## src/rtl/alu_seq.sv

```systemverilog
// Sequenced ALU: single-cycle arithmetic/logic ops plus a WIDTH-step shift-add multiplier,
// with a one-entry valid/ready result register.
//
// state    | meaning
// IDLE     | accepts a command whenever the result slot is empty or being drained
// MUL_BUSY | one shift-add step per cycle; result is written on the last step
module alu_seq #(
  parameter int WIDTH = 32
) (
  input  logic             clk,
  input  logic             reset_n,
  input  logic [WIDTH-1:0] a,
  input  logic [WIDTH-1:0] b,
  input  logic [3:0]       cmd,
  input  logic             in_valid,
  output logic             in_ready,
  output logic [WIDTH-1:0] res,
  output logic             cout,
  output logic             ofl,
  output logic             zero,
  output logic             out_valid,
  input  logic             out_ready
);

  localparam int CW = $clog2(WIDTH + 1);
  localparam logic [CW-1:0] CNT_LOAD = CW'(WIDTH);
  localparam logic [CW-1:0] CNT_ONE  = CW'(1);

  localparam logic [3:0] CMD_ADD  = 4'd0;
  localparam logic [3:0] CMD_SUB  = 4'd1;
  localparam logic [3:0] CMD_XOR  = 4'd2;
  localparam logic [3:0] CMD_SLT  = 4'd3;
  localparam logic [3:0] CMD_AND  = 4'd4;
  localparam logic [3:0] CMD_NAND = 4'd5;
  localparam logic [3:0] CMD_NOR  = 4'd6;
  localparam logic [3:0] CMD_OR   = 4'd7;
  localparam logic [3:0] CMD_MUL  = 4'd8;

  typedef enum logic {IDLE, MUL_BUSY} state_t;

  state_t           state, state_nxt;
  logic             run_q;
  logic [CW-1:0]    cnt;
  logic [WIDTH-1:0] mcand, acc_hi, acc_lo;
  logic             accept, consume, mul_last;
  logic [WIDTH:0]   add_s, sub_s, step_s;
  logic             add_ofl, sub_ofl;
  logic [WIDTH-1:0] alu_res;
  logic             alu_cout, alu_ofl;
  logic [WIDTH-1:0] mul_hi_nxt, mul_lo_nxt;

  // run_q keeps in_ready low until the first edge after reset release
  assign in_ready = run_q && (state == IDLE) && (!out_valid || out_ready);
  assign accept   = in_valid && in_ready;
  assign consume  = out_valid && out_ready;
  assign mul_last = (state == MUL_BUSY) && (cnt == CNT_ONE);

  always_ff @(posedge clk or negedge reset_n) begin
    if (!reset_n) state <= IDLE;
    else          state <= state_nxt;
  end

  always_comb begin
    state_nxt = state;
    case (state)
      IDLE:     if (accept && (cmd == CMD_MUL)) state_nxt = MUL_BUSY;
      MUL_BUSY: if (mul_last) state_nxt = IDLE;
    endcase
  end

  assign add_s   = {1'b0, a} + {1'b0, b};
  assign sub_s   = {1'b0, a} + {1'b0, ~b} + {{WIDTH{1'b0}}, 1'b1};
  assign add_ofl = (a[WIDTH-1] == b[WIDTH-1]) && (add_s[WIDTH-1] != a[WIDTH-1]);
  assign sub_ofl = (a[WIDTH-1] != b[WIDTH-1]) && (sub_s[WIDTH-1] != a[WIDTH-1]);

  always_comb begin
    alu_res  = '0;
    alu_cout = 1'b0;
    alu_ofl  = 1'b0;
    case (cmd)
      CMD_ADD: begin
        alu_res  = add_s[WIDTH-1:0];
        alu_cout = add_s[WIDTH];
        alu_ofl  = add_ofl;
      end
      CMD_SUB: begin
        alu_res  = sub_s[WIDTH-1:0];
        alu_cout = sub_s[WIDTH];
        alu_ofl  = sub_ofl;
      end
      CMD_XOR:  alu_res = a ^ b;
      CMD_SLT:  alu_res = {{(WIDTH-1){1'b0}}, sub_s[WIDTH-1] ^ sub_ofl};
      CMD_AND:  alu_res = a & b;
      CMD_NAND: alu_res = ~(a & b);
      CMD_NOR:  alu_res = ~(a | b);
      CMD_OR:   alu_res = a | b;
      default:  alu_res = '0;
    endcase
  end

  // {acc_hi, acc_lo} is the running product; acc_lo starts as b and shifts out one bit per step
  assign step_s     = {1'b0, acc_hi} + (acc_lo[0] ? {1'b0, mcand} : '0);
  assign mul_hi_nxt = step_s[WIDTH:1];
  assign mul_lo_nxt = {step_s[0], acc_lo[WIDTH-1:1]};

  always_ff @(posedge clk or negedge reset_n) begin
    if (!reset_n) begin
      run_q     <= 1'b0;
      cnt       <= '0;
      mcand     <= '0;
      acc_hi    <= '0;
      acc_lo    <= '0;
      res       <= '0;
      cout      <= 1'b0;
      ofl       <= 1'b0;
      zero      <= 1'b0;
      out_valid <= 1'b0;
    end else begin
      run_q <= 1'b1;
      if (accept && (cmd == CMD_MUL)) begin
        mcand     <= a;
        acc_hi    <= '0;
        acc_lo    <= b;
        cnt       <= CNT_LOAD;
        out_valid <= 1'b0;
      end else if (accept) begin
        res       <= alu_res;
        cout      <= alu_cout;
        ofl       <= alu_ofl;
        zero      <= (alu_res == '0);
        out_valid <= 1'b1;
      end else if (state == MUL_BUSY) begin
        acc_hi <= mul_hi_nxt;
        acc_lo <= mul_lo_nxt;
        cnt    <= cnt - CNT_ONE;
        if (mul_last) begin
          res       <= mul_lo_nxt;
          cout      <= 1'b0;
          ofl       <= |mul_hi_nxt;
          zero      <= (mul_lo_nxt == '0);
          out_valid <= 1'b1;
        end
      end else if (consume) begin
        out_valid <= 1'b0;
      end
    end
  end

endmodule
```

## config.mk

```make
export PLATFORM = sky130hd
export DESIGN_NAME = alu_seq
export DESIGN_NICKNAME = d
export VERILOG_FILES = /design/src/rtl/alu_seq.sv
export SDC_FILE = /design/constraint.sdc
export NUM_CORES = 1
export LEC_CHECK = 0
export CAP_MARGIN = 20
export CORE_MARGIN = 5
export CORE_UTILIZATION = 47
export CTS_BUF_LIST = sky130_fd_sc_hd__clkbuf_4 sky130_fd_sc_hd__clkbuf_8
export CTS_CLUSTER_DIAMETER = 40
export DETAILED_ROUTE_END_ITERATION = 12
export DONT_BUFFER_PORTS = 1
export PLACE_DENSITY = 0.68
export SLEW_MARGIN = 15
export SYNTH_ARGS = -nofsm -noshare
export SYNTH_HDL_FRONTEND = slang
export SYNTH_SLANG_ARGS = --single-unit
```

## constraint.sdc

```tcl
create_clock -name clk -period 5.3 [get_ports clk]
set_input_delay 0.795 -clock clk [delete_from_list [all_inputs] [get_ports clk]]
set_output_delay 0.795 -clock clk [all_outputs]
set_load 0.1 [all_outputs]
```

======== After elaboration in Yosys (flattened, before gate mapping) ========
Cells that the tools add are included.
operators by class
  equal/unequal tests ..................... 15
  $add $sub $neg .......................... 5
  bitwise logic cells ..................... 9
  mux-type cells .......................... 33
  reduce and logical (&&, ||, !) cells .... 21
operators by type and width
  operator                                                                 count
  32-bit two-way mux                                                       10
  32-bit one-hot mux with 8 select lines                                   1
  32-bit by 32-bit adder with 33-bit output                                3
  32-bit NOT                                                               3
  32-bit logical NOT                                                       2
  33-bit by 1-bit adder with 33-bit output, second input constant          1
  32-bit bitwise AND                                                       1
  32-bit OR                                                                1
  32-bit OR reduction                                                      1
  32-bit XOR                                                               1
  6-bit two-way mux                                                        3
  4-bit by 3-bit == test with 1-bit output, second input constant          4
  1-bit two-way mux                                                        16
  4-bit by 2-bit == test with 1-bit output, second input constant          2
  1-bit logical AND                                                        8
  6-bit by 1-bit == test with 1-bit output, second input constant          1
  1-bit one-hot mux with 2 select lines                                    3
  2-bit nonzero test                                                       3
  6-bit by 1-bit subtractor with 6-bit output, second input constant       1
  4-bit by 1-bit == test with 1-bit output, second input constant          1
  4-bit == test, second input constant                                     1
  4-bit logical NOT                                                        1
  4-bit by 1-bit inequality test with 1-bit output, second input constant  1
  2-bit AND reduction                                                      2
  9 further kinds                                                          12
word-level totals
  register bits ........................... 140
  output and inout port bits .............. 37
  bits of input ports ..................... 72
  word-level logic and storage cells ...... 94

======== Logic depth before layout (Yosys ltp) ========
  depth after elaboration ................. 9
  gate-level depth with buffers ........... 25
  mapped depth without buffers ............ 24

======== Worst setup path before layout ========
No wires, ideal clock.
  kind .................................... input port to flip-flop
  start point ............................. input port a[8]
  end point ............................... register zero
  data arrival time ....................... 5.092 ns
  setup time .............................. 0.095 ns
  stages on the path ...................... 24
  path buffers ............................ 1
  required time ........................... 5.205 ns
  setup slack ............................. 0.113 ns
  cells stage by stage .................... inv_1 ha_1 buf_2 or4_1 a21oi_1 o21a_1 o21ai_1 o21ai_1 a41oi_1 o41ai_1 a21oi_1 o21bai_1 fa_1 a311oi_1 a21oi_1 nand3b_1 a211oi_1 nand3_1 nor4_1 nand4_1 nor4_1 and4_1 nand4_1 o31ai_1
on the way
  longest elaborated chain between the ends .. 8
  elaborated cells between the ends (all ways) .. 14
  classes of those cells .................. add/sub: 3; eq/ne: 1; mux: 2; bitwise: 6; reduce/logical: 2
ends and longest elaborated chain
  element                                    RTL line  source
  start, declared                            12        input logic [WIDTH-1:0] a,
  32-bit by 32-bit adder with 33-bit output  72        assign sub_s = {1'b0, a} + {1'b0, ~b} + {{WIDTH{1'b0}}, 1'b1};
  33-bit by 1-bit adder with 33-bit output   72
  1-bit inequality test                      74        assign sub_ofl = (a[WIDTH-1] != b[WIDTH-1]) && (sub_s[WIDTH-1] != a[WIDTH-1]);
  1-bit logical AND                          74
  1-bit XOR                                  92        CMD_SLT: alu_res = {{(WIDTH-1){1'b0}}, sub_s[WIDTH-1] ^ sub_ofl};
  32-bit one-hot mux with 8 select lines *   80        case (cmd)
  32-bit logical NOT *                       130       zero <= (alu_res == '0);
  1-bit two-way mux *                        126       end else if (accept) begin
  end signal, assigned                       130
  end signal, assigned                       140       zero <= (mul_lo_nxt == '0);
  end, declared                              20        output logic zero,
Mark *: on every way between the ends. The rest lies on a longest branch, timed or not.
A chain may end at the register's enable or synchronous reset.

======== Final worst setup path ========
Ends and elaborated chain as after synthesis.

==> metrics <==
CTS buffer count 17; layout cell share with drive strength beyond 1 0.0826; status completed; final WL 46100 um; crit path max fanout 5; Top delay family on crit path compound AO/OA/AOI/OAI gates; CP Launch Type primary input; Required @ worst endpoint 5670 ps; Routed Antenna Nets 0; chip width 180 um; Slew headroom 0.217; Fin Clk Skew 14.6 ps; Initial Util 0.474; drt first-iter violations 1425; CP max stage cell or4_1; max cap viols 0; Core Rows 62; critical path depth 24; EDFF count, synth 0; diode count 0; CTS tree yes; Layout Nets 1926; core box area 28500 um2; GPL Wtd Cong 0.972; Pre-antenna DRT Iters 6; Via-to-Cell Ratio 6.16; Clk Latency, worst-skew pair 460 ps; Area after DPL 14200 um2; LEAKAGE 6.83 nW; CP Cell Sequence inv_1, ha_1, or4_1, a21oi_4, o21a_1, o21ai_1, o21ai_2, a41oi_2, o41ai_2, buf_4, a21oi_1, o21bai_1, fa_1, a311oi_1, a21oi_1, nand3b_1, a211oi_1, nand3_1, nor4_1, nand4_1, nor4_1, and4_1, nand4_1, o31ai_1; yosys warns 0; design area 14800 um2; antenna violations before repair 0; htree depth 4; CP Data Arrival Time 5400 ps; most frequent cells in the layout nand2_1 (221), o21ai_0 (162), ha_1 (144); die height 180 um; Clk pin slew, worst setup/hold paths 80 ps; total gr overflow 0; crit path kind primary input to flop; HPWL Detailed 35100 um; setup ws final 270 ps; CTS root buf clkbuf_8; Cells after Synth 1698; Clock Sinks 140; Main synth FF type dfrtp_1; CP Capture Type flop; Remaining DRCs 0; Power, Total 5.78 mW; Syn-to-layout area delta 9.14%; GRT Total Usage 0.276; final hold vios 0; I/O Buffers 0; minimum clock period 5030 ps; setup violators final 0; most common cell after layout, fill and taps aside nand2_1; CTS max path bufs 2; pwr dens 391 nW/um2; vias 12945; fin crit share 0.949; RSZ-0062 raised after global routing no; Avg WL per Cell 21.9 um; Hold WC Path Type primary input to async pin; maximum vdd drop 0.213 mV; Yosys cell types 83; FF-to-FF path depth 15; Synth Area per Inst 7.97 um2; post-placement setup slack -346 ps; largest net degree at the start of global routing 69; die area 32300 um2; FMAX 0.199 GHz; ys async rst share 1.00; Final Max Tran Viols 0; Worst Tran Pin Value 1170 ps; Min Hold Slack 40.3 ps; register area share after synthesis 0.259; Post-Syn Area 13500 um2; #FFs+latches synth 140; WP buf/inv 2; Mapped Nets 1918; Fillers 2798; vias in the first global route 12507; Critical Path Max Stage Delay 590 ps; first-pass GRT wire length 71400 um; io pins 109
-- cell type report --
cell class / instances / area, um2 / area share
flip-flops and latches: 140 / 3510 / 0.238
inverters: 103 / 387 / 0.0262
clock inverters: 13 / 140 / 0.00949
repair buffers: 84 / 666 / 0.0451
clock buffers: 19 / 255 / 0.0173
well taps: 384 / 480 / 0.0325
multi-input cells: 1360 / 9330 / 0.632
-- path summary, 6_finish.rpt --
check / startpoint / end / slack [ps]
setup / recovery: a[8] / zero / 270
hold / removal: reset_n / acc_lo[20] / 40
setup reg to reg: mcand[0] / ofl / 770
hold reg to reg: mcand[19] / mcand[19] / 470
max in group asynchronous: reset_n / mcand[2] / 4010
min in group clk: b[27] / acc_lo[27] / 450
-- power breakdown --
part / total, mW / internal [mW] / switching, mW
Clock: 0.885 / 0.438 / 0.448
Sequential: 2.68 / 1.45 / 1.23
Combinational: 2.21 / 0.927 / 1.29
-- cell families (layout without fill, tap and decap cells) --
logic type,count (synthesis),in the layout,share of synthesized area
AOI/OAI and AO/OA,524,524,0.248
and+or+nand+nor,524,524,0.184
buffers and inverters,198,219,0.0559
adders and majority gates,148,148,0.139
DFF,140,140,0.259
xor gates and xnor gates,82,82,0.0531
muxes,81,81,0.0603
other,1,1,0.000277
-- worst register-to-register path: stages (launching register included) --
cell,delay (ps)
dfrtp_1,380
and2_1,160
ha_1,230
fa_1,470
a211oi_2,240
o21ai_1,150
a221oi_4,360
a21boi_1,140
xor2_1,200
nor4_1,270
nand4_1,200
nor4_1,310
nand3_1,120
or4_1,520
or3_1,370
o31a_1,300
-- what timing repair did --
action | CTS | global route
setup endpoints to repair | 0 | 1
gates resized for setup | 0 | 5
hold buffers | 3 | 4
buffers inserted | 0 | 1
endpoints found under the hold margin | 62 | 13
-- per-layer routing --
layer / track usage / share of wire / vias up
met3: 0.0651 / 0.095 / 87
li1: - / - / 6079
met1: 0.373 / 0.42 / 6211
met5: 0 / 0 / -
met4: 0.0802 / 0.031 / 0
met2: 0.443 / 0.45 / 568
-- flip-flops by register name (all words and copies together) (netlist names) --
register	count
zero	1
state	1
cout	1
ofl	1
acc_lo	32
out_valid	1
res	32
acc_hi	32
mcand	32
run_q	1
cnt	6
-- per-stage QoR --
step                 util  cells  TNS [ps]
floorplan               -   1698         0
global placement    0.499   2063      -284
detailed placement  0.499   2063      -346
CTS                 0.515   2098         0
global route        0.517   2103         0
finish              0.517   2103         0
-- synthesized netlist by cell type (all sizes together), types with 5 or more instances --
cell type,count,area (um2)
a22oi,34,255
o21bai,13,97.6
nor2,91,342
nor3,23,115
nor4b,6,52.6
nand2b,12,75.1
buf,18,78.8
o31ai,15,113
a221oi,8,93.8
xnor2,62,543
mux2i,77,771
nor4,26,163
a211oi,19,148
a221o,9,90.1
a22o,7,61.3
nand3,29,145
o211ai,12,90.1
o21a,16,120
or2,6,37.5
and3,11,68.8
dfrtp,140,3500
nand2,222,833
nand4,17,106
o31a,7,61.3
ha,144,1800
nor2b,17,106
inv,103,387
a31oi,12,75.1
nor3b,5,37.5
o22ai,6,37.5
or3,8,50.1
o21ai,168,841
clkbuf,77,290
a21o,26,195
xor2,20,175
and2,34,213
a21oi,122,618
a211o,5,43.8
No activity file was read; power rests on OpenSTA's default activity.
